## config.mk

```make
export PLATFORM = sky130hd
export DESIGN_NAME = logic_avalon_mm_watchdog
export DESIGN_NICKNAME = d
export VERILOG_FILES = /design/src/rtl/logic_avalon_mm_watchdog.sv
export SDC_FILE = /design/constraint.sdc
export NUM_CORES = 1
export LEC_CHECK = 0
export CAP_MARGIN = 10
export CORE_ASPECT_RATIO = 0.6
export CORE_MARGIN = 2
export CORE_UTILIZATION = 35
export DETAILED_ROUTE_END_ITERATION = 8
export PLACE_DENSITY = 0.66
export SYNTH_ARGS = -nofsm -noshare
export SYNTH_HDL_FRONTEND = slang
export SYNTH_SLANG_ARGS = --single-unit
```

## constraint.sdc

```tcl
create_clock -name aclk -period 6.3 [get_ports aclk]
set_input_delay 1.575 -clock aclk [delete_from_list [all_inputs] [get_ports aclk]]
set_output_delay 1.575 -clock aclk [all_outputs]
set_load 0.05 [all_outputs]
```

## src/rtl/logic_avalon_mm_watchdog.sv

```systemverilog
`default_nettype none
// ============================================================================
// Module      : logic_avalon_mm_watchdog (with package logic_avalon_mm_pkg)
// Description : Avalon-MM bridge with one outstanding transfer. Forwards
//               read/write commands from the master side (s_*) to the slave
//               side (m_*) and returns readdata/response unchanged. A transfer
//               that stays open for TIMEOUT cycles is closed towards the master
//               with RESPONSE_SLAVEERROR, so the master never stalls.
// Ports       : aclk, areset         clock, asynchronous active-high reset
//               s_address/s_read/s_write/s_writedata/s_byteenable
//                                    master command in
//               s_waitrequest        1 while a transfer is open
//               s_readdata/s_readdatavalid/s_writeresponsevalid/s_response
//                                    completion to master (registered)
//               m_address/m_writedata/m_byteenable/m_read/m_write
//                                    registered command to slave
//               m_waitrequest/m_readdata/m_readdatavalid/
//               m_writeresponsevalid/m_response
//                                    slave handshake and completion
//               timeout              one-cycle pulse per timed-out transfer
// Revision    : 1.0 - initial release
// ============================================================================

package logic_avalon_mm_pkg;
    typedef enum logic [1:0] {
        RESPONSE_OKAY        = 2'b00,
        RESPONSE_RESERVED    = 2'b01,
        RESPONSE_SLAVEERROR  = 2'b10,
        RESPONSE_DECODEERROR = 2'b11
    } response_t;
endpackage

module logic_avalon_mm_watchdog
    import logic_avalon_mm_pkg::*;
#(
    parameter int ADDRESS_WIDTH    = 32,
    parameter int DATA_WIDTH       = 32,
    parameter int BYTEENABLE_WIDTH = DATA_WIDTH / 8,
    parameter int TIMEOUT          = 256,   // must be >= 2
    parameter int TIMER_WIDTH      = $clog2(TIMEOUT + 1)
) (
    input  logic                        aclk,
    input  logic                        areset,
    // master side
    input  logic [ADDRESS_WIDTH-1:0]    s_address,
    input  logic                        s_read,
    input  logic                        s_write,
    input  logic [DATA_WIDTH-1:0]       s_writedata,
    input  logic [BYTEENABLE_WIDTH-1:0] s_byteenable,
    output logic                        s_waitrequest,
    output logic [DATA_WIDTH-1:0]       s_readdata,
    output logic                        s_readdatavalid,
    output logic                        s_writeresponsevalid,
    output logic [1:0]                  s_response,
    // slave side
    output logic [ADDRESS_WIDTH-1:0]    m_address,
    output logic [DATA_WIDTH-1:0]       m_writedata,
    output logic [BYTEENABLE_WIDTH-1:0] m_byteenable,
    output logic                        m_read,
    output logic                        m_write,
    input  logic                        m_waitrequest,
    input  logic [DATA_WIDTH-1:0]       m_readdata,
    input  logic                        m_readdatavalid,
    input  logic                        m_writeresponsevalid,
    input  logic [1:0]                  m_response,
    // status
    output logic                        timeout
);

    localparam logic [1:0] c_st_idle     = 2'd0;
    localparam logic [1:0] c_st_issue    = 2'd1;
    localparam logic [1:0] c_st_response = 2'd2;
    localparam logic [1:0] c_st_drain    = 2'd3;

    localparam logic [TIMER_WIDTH-1:0] c_timer_last = TIMER_WIDTH'(TIMEOUT - 1);
    localparam logic [TIMER_WIDTH-1:0] c_timer_one  = TIMER_WIDTH'(1);

    logic [1:0]             r_state;
    logic [TIMER_WIDTH-1:0] r_timer;
    logic                   r_is_read;      // type of the open command

    logic [1:0]             w_state_nxt;
    logic [TIMER_WIDTH-1:0] w_timer_nxt;
    logic                   w_capture;
    logic                   w_m_read_nxt;
    logic                   w_m_write_nxt;
    logic                   w_s_rdv_nxt;
    logic                   w_s_wrv_nxt;
    logic [DATA_WIDTH-1:0]  w_s_rdata_nxt;
    logic [1:0]             w_s_resp_nxt;
    logic                   w_timeout_nxt;

    logic                   w_accept;
    logic                   w_conflict;
    logic                   w_match;
    logic                   w_expiry;

    assign w_accept   = (r_state == c_st_idle) & (s_read ^ s_write);
    assign w_conflict = (r_state == c_st_idle) & s_read & s_write;
    // Only the strobe matching the open command counts as its completion.
    assign w_match    = r_is_read ? m_readdatavalid : m_writeresponsevalid;
    assign w_expiry   = (r_timer == c_timer_last);

    assign s_waitrequest = (r_state != c_st_idle);

    // ------------------------------------------------------------------
    // State register
    // ------------------------------------------------------------------
    always_ff @(posedge aclk or posedge areset) begin
        if (areset) begin
            r_state <= c_st_idle;
        end else begin
            r_state <= w_state_nxt;
        end
    end

    // ------------------------------------------------------------------
    // Next-state logic
    // ------------------------------------------------------------------
    always_comb begin
        w_state_nxt = r_state;
        case (r_state)
            c_st_idle: begin
                if (w_accept) begin
                    w_state_nxt = c_st_issue;
                end
            end
            c_st_issue: begin
                // If the slave takes the command in the expiry cycle its
                // response is still pending, so it must be drained.
                if (w_expiry) begin
                    w_state_nxt = m_waitrequest ? c_st_idle : c_st_drain;
                end else if (!m_waitrequest) begin
                    w_state_nxt = c_st_response;
                end
            end
            c_st_response: begin
                if (w_match) begin
                    w_state_nxt = c_st_idle;
                end else if (w_expiry) begin
                    w_state_nxt = c_st_drain;
                end
            end
            c_st_drain: begin
                if (w_match || w_expiry) begin
                    w_state_nxt = c_st_idle;
                end
            end
            default: w_state_nxt = c_st_idle;
        endcase
    end

    // ------------------------------------------------------------------
    // Output / datapath next-value logic (results registered below)
    // ------------------------------------------------------------------
    always_comb begin
        w_timer_nxt   = '0;
        w_capture     = 1'b0;
        w_m_read_nxt  = m_read;
        w_m_write_nxt = m_write;
        w_s_rdv_nxt   = 1'b0;
        w_s_wrv_nxt   = 1'b0;
        w_s_rdata_nxt = s_readdata;
        w_s_resp_nxt  = s_response;
        w_timeout_nxt = 1'b0;
        case (r_state)
            c_st_idle: begin
                if (w_accept) begin
                    w_capture     = 1'b1;
                    w_m_read_nxt  = s_read;
                    w_m_write_nxt = s_write;
                end else if (w_conflict) begin
                    // Ambiguous command: answered locally, never forwarded.
                    w_s_rdv_nxt   = 1'b1;
                    w_s_rdata_nxt = '0;
                    w_s_resp_nxt  = RESPONSE_DECODEERROR;
                end
            end
            c_st_issue: begin
                w_timer_nxt = r_timer + c_timer_one;
                if (w_expiry) begin
                    w_timer_nxt   = '0;
                    w_m_read_nxt  = 1'b0;
                    w_m_write_nxt = 1'b0;
                    w_s_rdv_nxt   = r_is_read;
                    w_s_wrv_nxt   = ~r_is_read;
                    w_s_rdata_nxt = '0;
                    w_s_resp_nxt  = RESPONSE_SLAVEERROR;
                    w_timeout_nxt = 1'b1;
                end else if (!m_waitrequest) begin
                    w_m_read_nxt  = 1'b0;
                    w_m_write_nxt = 1'b0;
                end
            end
            c_st_response: begin
                w_timer_nxt = r_timer + c_timer_one;
                // A completion in the expiry cycle takes priority.
                if (w_match) begin
                    w_s_rdv_nxt   = r_is_read;
                    w_s_wrv_nxt   = ~r_is_read;
                    w_s_rdata_nxt = r_is_read ? m_readdata : '0;
                    w_s_resp_nxt  = m_response;
                end else if (w_expiry) begin
                    w_timer_nxt   = '0;
                    w_s_rdv_nxt   = r_is_read;
                    w_s_wrv_nxt   = ~r_is_read;
                    w_s_rdata_nxt = '0;
                    w_s_resp_nxt  = RESPONSE_SLAVEERROR;
                    w_timeout_nxt = 1'b1;
                end
            end
            c_st_drain: begin
                w_timer_nxt = r_timer + c_timer_one;
            end
            default: begin
                w_timer_nxt = '0;
            end
        endcase
    end

    // ------------------------------------------------------------------
    // Registered outputs and datapath
    // ------------------------------------------------------------------
    always_ff @(posedge aclk or posedge areset) begin
        if (areset) begin
            r_timer              <= '0;
            r_is_read            <= 1'b0;
            m_address            <= '0;
            m_writedata          <= '0;
            m_byteenable         <= '0;
            m_read               <= 1'b0;
            m_write              <= 1'b0;
            s_readdata           <= '0;
            s_readdatavalid      <= 1'b0;
            s_writeresponsevalid <= 1'b0;
            s_response           <= RESPONSE_OKAY;
            timeout              <= 1'b0;
        end else begin
            r_timer              <= w_timer_nxt;
            m_read               <= w_m_read_nxt;
            m_write              <= w_m_write_nxt;
            s_readdata           <= w_s_rdata_nxt;
            s_readdatavalid      <= w_s_rdv_nxt;
            s_writeresponsevalid <= w_s_wrv_nxt;
            s_response           <= w_s_resp_nxt;
            timeout              <= w_timeout_nxt;
            if (w_capture) begin
                r_is_read    <= s_read;
                m_address    <= s_address;
                m_writedata  <= s_writedata;
                m_byteenable <= s_byteenable;
            end
        end
    end

endmodule
`default_nettype wire

```

After elaboration in Yosys (flattened, before gate mapping)
Cells that the tools add are included.
Word-level totals
  flip-flop bits (word level): 119
  input port bits: 109
  output and inout port bits: 108
  logic and storage cells: 79
Operators by class
  add/subtract/negate cells: 1
  equal/unequal tests: 10
  multiplexer cells: 42
  bitwise operators: 5
  reductions and logical operators: 8
Operator list (number)
  two-way mux 32 bit: 5
  one-hot mux 32 bit (3 select lines): 1
  one-hot mux 9 bit (3 select lines): 1
  two-way mux 2 bit: 11
  two-way mux 9 bit: 2
  two-way mux 1 bit: 15
  adder 9 x 1 -> 9 bit, second input constant: 1
  equality test 9 x 8 -> 1 bit, second input constant: 1
  inequality test 2 bit, second input constant: 4
  one-hot mux 1 bit (2 select lines): 4
  one-hot mux 2 bit (4 select lines): 1
  inequality test 3 bit, second input constant: 2
  one-hot mux 2 bit (3 select lines): 1
  AND reduction 3 bit: 2
  equality test 2 bit, second input constant: 2
  AND reduction 4 bit: 1
  nonzero test 2 bit: 2
  bitwise AND 1 bit: 3
  one-hot mux 1 bit (3 select lines): 1
  nonzero test 3 bit: 1
  equality test 2 x 1 -> 1 bit, second input constant: 1
  logical NOT 2 bit: 1
  logical OR 1 bit: 1
  NOT 1 bit: 1
  bitwise XOR 1 bit: 1

Longest topological paths before layout
  word-level depth: 6
  mapped depth: 8
  mapped depth without buffers: 8

Worst setup path before layout
Ideal clock, no wire load.
  kind: register -> output
  from: register r_state[0]
  to: output port s_waitrequest
  data arrival time: 1144 ps
  required time: 4725 ps
  setup slack: 3581 ps
  stages on the path, launching flop included: 4
  path buffers: 0
  path through: dfrtp_1 > inv_1 > ha_1 > inv_1
On the way
  cells in the longest elaborated chain, start to end: 1
RTL lines
  start, declared: RTL line 78  | logic [1:0] r_state;
  start signal, assigned: RTL line 111  | r_state <= c_st_idle;
  start signal, assigned: RTL line 113  | r_state <= w_state_nxt;
  nonzero test 2 bit: RTL line 104  | assign s_waitrequest = (r_state != c_st_idle);
  end, declared: RTL line 50  | output logic s_waitrequest,
Every way passes these cells.

Worst setup path after layout
Same ends and word-level chain as after synthesis.

==> flow_summary_export.csv <==
group,metric,value,unit
status,status,"complete, no violations",
logic_synthesis,yosysTopAreaCell,"dfrtp_1",
cells_and_area,fillers,1075,
timing,worst_slack,2444,ps
setup_path,crit_start,"r_state[0]",
logic_synthesis,netlist_area,0.004790,mm^2
timing,period_share,61.21,%
clock_network,cts_buffers,17,
logic_synthesis,synth_area_leaders,"dfrtp_1 62%, mux2_1 16%, a22o_1 6.0%, ha_1 2.4%, buf_6 1.4%",
setup_path,start_kind,"flip-flop",
setup_path,critPathSlowestCell,"clkdlybuf4s50_1",
setup_path,crit_end,"s_waitrequest",
global_routing,grt-ovfl-total,0,
route,drt_first_pass_iters,7,
clock_network,cts_max_level,4,
logic_synthesis,synth-seq-cells,119,
setup_path,rrSetupSlack,4060,ps
place,preCtsSetupSlack,2333,ps
floorplanning,initial_core_util,35.47,%
setup_path,path_max_fanout,8,
logic_synthesis,syn_avg_cell_area,14.51,um^2
timing,setup_viol,0,
floorplanning,die_w,155.0,um
global_routing,antenna_found_initial,0,
floorplanning,core_area,0.01350,mm^2
setup_path,worst_ep_required_time,4720,ps
route,vias,3488,
logic_synthesis,yosysSeqAreaShare,62.17,%
clock_network,ctsRootBufferMaster,"clkbuf_16",
cells_and_area,final_cell_mix,"216 x clkdlybuf4s50_1, 119 x dfrtp_1, 68 x mux2_1, 33 x a22o_1",
place,dp_cells,706,
power,swShare,44.05,%
route,wl_per_cell,17.09,um
route,wl,12620,um
place,place_congestion,0.8105,
setup_path,crit-reg2reg-launch,"r_state[1]",
timing,fmax,0.2593,GHz
logic_synthesis,synth_top_area_share,62.17,%
logic_synthesis,synthesis.nets,448,
timing,worst-slew-pin-transition,951.6,ps
clock_network,insertion_delay,400,ps
setup_path,r2r_end,"m_address[2]",
clock_network,cts_hold_buf,0,
setup_path,crit_arrival,2280,ps
floorplanning,rows,33,
cells_and_area,instances_no_fill,738,
timing,skew,7.571,ps
power,seq_power_share,27.7,%
power,leakagePower,3.257,nW
clock_network,clk_pin_slew,60,ps
power,p_switching,0.001844,W
timing,tns,0,ps
place,io_buffers,216,
clock_network,post_cts_resized,0,
logic_synthesis,async_flop_share,100.0,%
logic_synthesis,synth_edf_count,0,
logic_synthesis,yosys_warnings,0,
power,vdd_drop_max,0.0002564,V
global_routing,grt_pass1_vias,3590,
clock_network,cts_setup_buffers,0,
clock_network,clkSinkCount,119,
flow_run,maxCapViolations,0,
timing,rsz0062_at_grt,"no",
floorplanning,io_pins,217,
cells_and_area,fin_nets,669,
timing,whs,482.1,ps
clock_network,clock_path_buffers,2,
place,dpl.hpwl,9208,um
power,pwr-share-clk,22.4,%
logic_synthesis,synth_flop_cell,"dfrtp_1",
setup_path,crit_chain,"inv_1 > ha_1 > inv_1 > clkdlybuf4s50_1",
floorplanning,dieArea,0.01467,mm^2
timing,finalMaxSlewViolations,0,
global_routing,grt_pass1_wl,19520,um
cells_and_area,synthToLayoutAreaGrowth,59.90,%
setup_path,critPathKind,"reg -> out",
min_path,hold_class,"reg -> reg",
cells_and_area,layout.cells.most_common,"clkdlybuf4s50_1",
power,finalPower,0.004186,W
cells_and_area,antenna_cells,0,
timing,hold_viol_final,0,
floorplanning,die_h,94.62,um
logic_synthesis,syn_inst,330,
power,p_int,0.002342,W
global_routing,grt_usage,17.52,%
route,vias_per_cell,4.726,
route,route.detailed.drc,0,
setup_path,rr_worst_depth,4,
global_routing,grt_max_degree,73,
setup_path,cpMostUsedCell,"inv_1",
cells_and_area,drive_above_1_share,7.460,%
timing,slew_headroom,36.56,%
logic_synthesis,synthDistinctLibCells,46,
power,power_density,546.6,mW/mm^2
power,comb_power_share,50.0,%
timing,finalCriticalPeriod,3856,ps
route,postRouteAntennaNets,0,
clock_network,cts_tree,"done",
route,drt_iter0_markers,124,
setup_path,cp-end-kind,"primary output",
setup_path,critPathMaxStageDelay,860,ps
-- power by group through the flow --
stage / clock network [W] / registers (W) / logic [W]
finish: 0.000936 / 0.00116 / 0.00209
global route: 0.000997 / 0.00120 / 0.00220
CTS: 0.000959 / 0.00116 / 0.00209
detailed placement: 0 / 0.00118 / 0.00208
global placement: 0 / 0.00116 / 0.00207
floorplan: 0 / 0.00203 / 0.000524
-- sequential cells by signal, summed over array words and instances, names as in the netlist --
register	cells
timeout	1
r_timer	9
s_readdatavalid	1
m_address	32
m_writedata	32
r_is_read	1
r_state	2
m_write	1
s_readdata	32
s_writeresponsevalid	1
m_read	1
m_byteenable	4
s_response	2
-- per-layer routing --
layer / global-route usage, % / share of wire (%)
met1: 24.71 / 49
met2: 26.11 / 44
met3: 5.737 / 6.9
met4: 4.552 / 0.65
met5: 0 / 0
-- worst max-delay path, delay by kind of cell (launching register included) --
kind	cells	cell delay (ps)
adder cells (fa/ha/maj)	1	300
flip-flops	1	410
buffers and inverters	3	1170
-- layout make-up --
class	count	area, um^2	area share (%)
Multi-Input combinational cell	186	1665	21.74
Tap cell	175	219.0	2.859
Inverter	9	36.28	0.4738
Clock buffer	17	425.4	5.555
Timing Repair Buffer	218	2185	28.52
Clock inverter	14	150.1	1.960
Sequential cell	119	2978	38.88
-- Yosys cell counts (2+ instances only) --
cell	number
buf_6	6
nand2_1	6
a32oi_1	3
dfrtp_1	119
a22o_1	33
buf_2	6
clkbuf_1	2
ha_1	9
o21ai_0	5
nand3_1	4
xor2_1	7
o22ai_1	2
mux2_1	68
nor2_1	17
buf_4	2
inv_1	9
nand4_1	2
a21oi_1	2
-- per-stage QoR --
stage / instance area [um^2] / util, %
floorplan: 4790 / -
global placement: 7063 / 52.31
detailed placement: 7063 / 52.31
CTS: 7639 / 56.57
global route: 7659 / 56.72
finish: 7659 / 56.72
-- how the worst min path moves through the flow --
| stage | to | start | slack, ps | cells after the start |
|---|---|---|---|---|
| floorplan | r_timer[0] | r_timer[0] | 470 | 1 |
| global placement | m_address[17] | m_address[17] | 470 | 1 |
| detailed placement | m_writedata[17] | m_writedata[17] | 470 | 1 |
| CTS | m_writedata[23] | m_writedata[23] | 490 | 1 |
| global route | m_writedata[17] | m_writedata[17] | 490 | 1 |
| finish | m_writedata[31] | m_writedata[31] | 480 | 1 |
-- cell families after synthesis --
logic type / count (synthesis) / synth area share, %
multiplexers: 70 / 16.51
AO/OA/AOI/OAI: 60 / 10.40
adder cells (fa/ha/maj): 9 / 2.351
XOR/XNOR: 8 / 1.463
buffers and inverters: 25 / 3.213
flip-flops: 119 / 62.17
AND/OR/NAND/NOR: 39 / 3.893
Note: power is estimated with default switching activity, not from simulation.
==> RTL change: new RTL, same flow settings <==
Put one more register stage on the output `timeout`, cleared by the reset. The value now appears one clock later. The other outputs are not delayed to match. Comments in the files are not updated.
--- a/src/rtl/logic_avalon_mm_watchdog.sv
+++ b/src/rtl/logic_avalon_mm_watchdog.sv
@@ -75,6 +75,8 @@
     localparam logic [TIMER_WIDTH-1:0] c_timer_last = TIMER_WIDTH'(TIMEOUT - 1);
     localparam logic [TIMER_WIDTH-1:0] c_timer_one  = TIMER_WIDTH'(1);
 
+    logic timeout_s0;
+
     logic [1:0]             r_state;
     logic [TIMER_WIDTH-1:0] r_timer;
     logic                   r_is_read;      // type of the open command
@@ -234,7 +236,7 @@
             s_readdatavalid      <= 1'b0;
             s_writeresponsevalid <= 1'b0;
             s_response           <= RESPONSE_OKAY;
-            timeout              <= 1'b0;
+            timeout_s0           <= 1'b0;
         end else begin
             r_timer              <= w_timer_nxt;
             m_read               <= w_m_read_nxt;
@@ -243,7 +245,7 @@
             s_readdatavalid      <= w_s_rdv_nxt;
             s_writeresponsevalid <= w_s_wrv_nxt;
             s_response           <= w_s_resp_nxt;
-            timeout              <= w_timeout_nxt;
+            timeout_s0           <= w_timeout_nxt;
             if (w_capture) begin
                 r_is_read    <= s_read;
                 m_address    <= s_address;
@@ -253,6 +255,14 @@
         end
     end
 
+    always_ff @(posedge aclk or posedge areset) begin
+        if (areset) begin
+            timeout <= '0;
+        end else begin
+            timeout <= timeout_s0;
+        end
+    end
+
 endmodule
 `default_nettype wire
 
Behaviour: no difference found for any inputs over 4 cycles, from zero or initial values and one cycle with areset high; that may be too few to reach the edited logic, so the function may still have changed.
==> RTL change against the unedited design <==
- worst setup slack worse by 70 ps
- register-to-register slack worse by 20 ps
- synthesized area up 0.52%
- critical path type unchanged
- power up 2.4%
- cell area up 1.3%
- count of clock-buffer cells in the layout up 1
- largest cell class unchanged
- sequential cell count up 1
- worst hold slack worse by 130 ps
- utilization up 0.54 points
- wire length down 1.8%
- first-iteration DRC count down 2.4%
==> RTL change: results (changes against the unedited design) <==
* Crit path largest cell delay at 860 ps (about the same)
* Initial antenna violation count at 0 (unchanged)
* CP Launch Type: register
* Maximum VDD drop at 0.259 mV (+0.95%)
* Pre-antenna DRT Iters at 4 (-3)
* Worst-skew pair later-pin latency at roughly 400 ps
* Synth Warn # at 0 (unchanged)
* Status: completed
* Static leakage at 3.30 nW (+1.2%)
* Post-DP HPWL at 8.97 mm (-2.6%)
* Hold Crit Class: reg -> reg
* Synth async-reset ratio at 1.00 (unchanged)
* Worst path arrival time at 2350 ps (+70 ps)
* Placer's final routability congestion estimate at 0.796 (-1.8%)
* Hold-critical path depth at 0 (-1)
* Reg-to-Reg Start: r_state[1]
* PostCTS Resize Cnt at 0 (unchanged)
* R2r setup slk at 4040 ps (-20 ps)
* Relative slew slack at 0.367 (+0.00186)
* 1st-iter DRT viols at 121 (-2.4%)
* Root Driver: clkbuf_16
* Largest net degree at the start of global routing at 71 (-2.7%)
* Antenna Diode Count at 0 (unchanged)
* Layout cells sized above 1 at 0.0777 (+0.00314)
* Synth area leaders: dfrtp_1 (62%), mux2_1 (16%), a22o_1 (6.0%)
* FF-to-FF End: m_writedata[30]
* Post-Syn Nets at 449 (+0.22%)
* WL per Instance at 16.7 um (-2.1%)
* Setup bufs post-CTS at 0 (unchanged)
* GR Util All Layers at 0.173 (-0.00191)
* Synth unique cells at 46 (unchanged)
* Clock skew at 8.50 ps (+0.927 ps)
* Placed Area at 7090 sq um (+0.35%)
* Vias/cell at 4.72 (-0.15%)
* Synth cell count leaders: dfrtp_1 (120), mux2_1 (68), a22o_1 (33)
* Clk buf depth at 2 (unchanged)
* First-pass GRT wire length at 19.6 mm (+0.46%)
* Nets at 671 (+0.30%)
* Critical Path End: s_waitrequest
* Fillers at 1,108 (+3.1%)
* Cell internal pwr at 0.00244 W (+4.2%)
* CTS Buf Count at 17 (unchanged)
* Port-buffer cells at 216 (unchanged)
* Vias in the first global route at 3,508 (-2.3%)
* Cells on worst reg2reg path at 4 (unchanged)
* Post-synthesis sequential area ratio at 0.624 (+0.00197)
* Critical Path Fanout Max at 8 (unchanged)
[RTL change: layer usage]
| layer | track usage | vias to the layer above | wire length, um | share of wire |
|---|---|---|---|---|
| met5 | 0 | - | 0 | 0 |
| met4 | 0.0558 | 0 | 135 | 0.011 |
| met3 | 0.0496 | 15 | 868 | 0.070 |
| met2 | 0.255 | 137 | 5480 | 0.44 |
| met1 | 0.247 | 1707 | 5910 | 0.48 |
| li1 | - | 1638 | - | - |
[RTL change: power by group through the flow]
stage	registers, W	clock network, W	logic [W]
after floorplan	0.00204	0	0.000524
after global placement	0.00117	0	0.00206
after detailed placement	0.00119	0	0.00208
after CTS	0.00117	0.00105	0.00208
after global routing	0.00121	0.00109	0.00218
final	0.00117	0.00103	0.00208
[RTL change: through the flow]
step	total power (W)	hold WS [ps]	setup slack [ps]	utilization	std cells
after floorplan	0.00256	331	1540	-	331
after global placement	0.00323	336	2490	0.523	707
after detailed placement	0.00326	337	2420	0.523	707
after CTS	0.00431	359	2370	0.570	739
after global routing	0.00448	358	2250	0.573	741
final	0.00429	354	2370	0.573	741
[RTL change: cells by family (layout without fill, tap and decap cells)]
logic type / after synthesis / after routing / synth area share
DFF: 120 / 120 / 0.624
muxes: 70 / 70 / 0.164
AOI/OAI and AO/OA: 60 / 60 / 0.103
and+or+nand+nor: 39 / 39 / 0.0387
buffers and inverters: 25 / 260 / 0.0320
adders and majority gates: 9 / 9 / 0.0234
xor gates and xnor gates: 8 / 8 / 0.0146
[RTL change: how the worst min path moves through the flow]
stage               startpoint      end
global placement    timeout_s0  timeout
CTS                 timeout_s0  timeout
global route        timeout_s0  timeout
detailed placement  timeout_s0  timeout
floorplan           timeout_s0  timeout
finish              timeout_s0  timeout
[RTL change: area by class of cell]
| cell class | count | area share |
|---|---|---|
| Clock buffer | 18 | 0.0566 |
| Clock inverter | 14 | 0.0255 |
| Inverter | 9 | 0.00468 |
| Multi-Input combinational cell | 186 | 0.214 |
| Sequential cell | 120 | 0.387 |
| Tap cell | 175 | 0.0282 |
| Timing Repair Buffer | 219 | 0.284 |
[RTL change: critical path, delay by kind of cell, from the launching register on]
kind                       cells  cell delay, ps
DFF                            1             420
buffers and inverters          3            1210
adders and majority gates      1             310
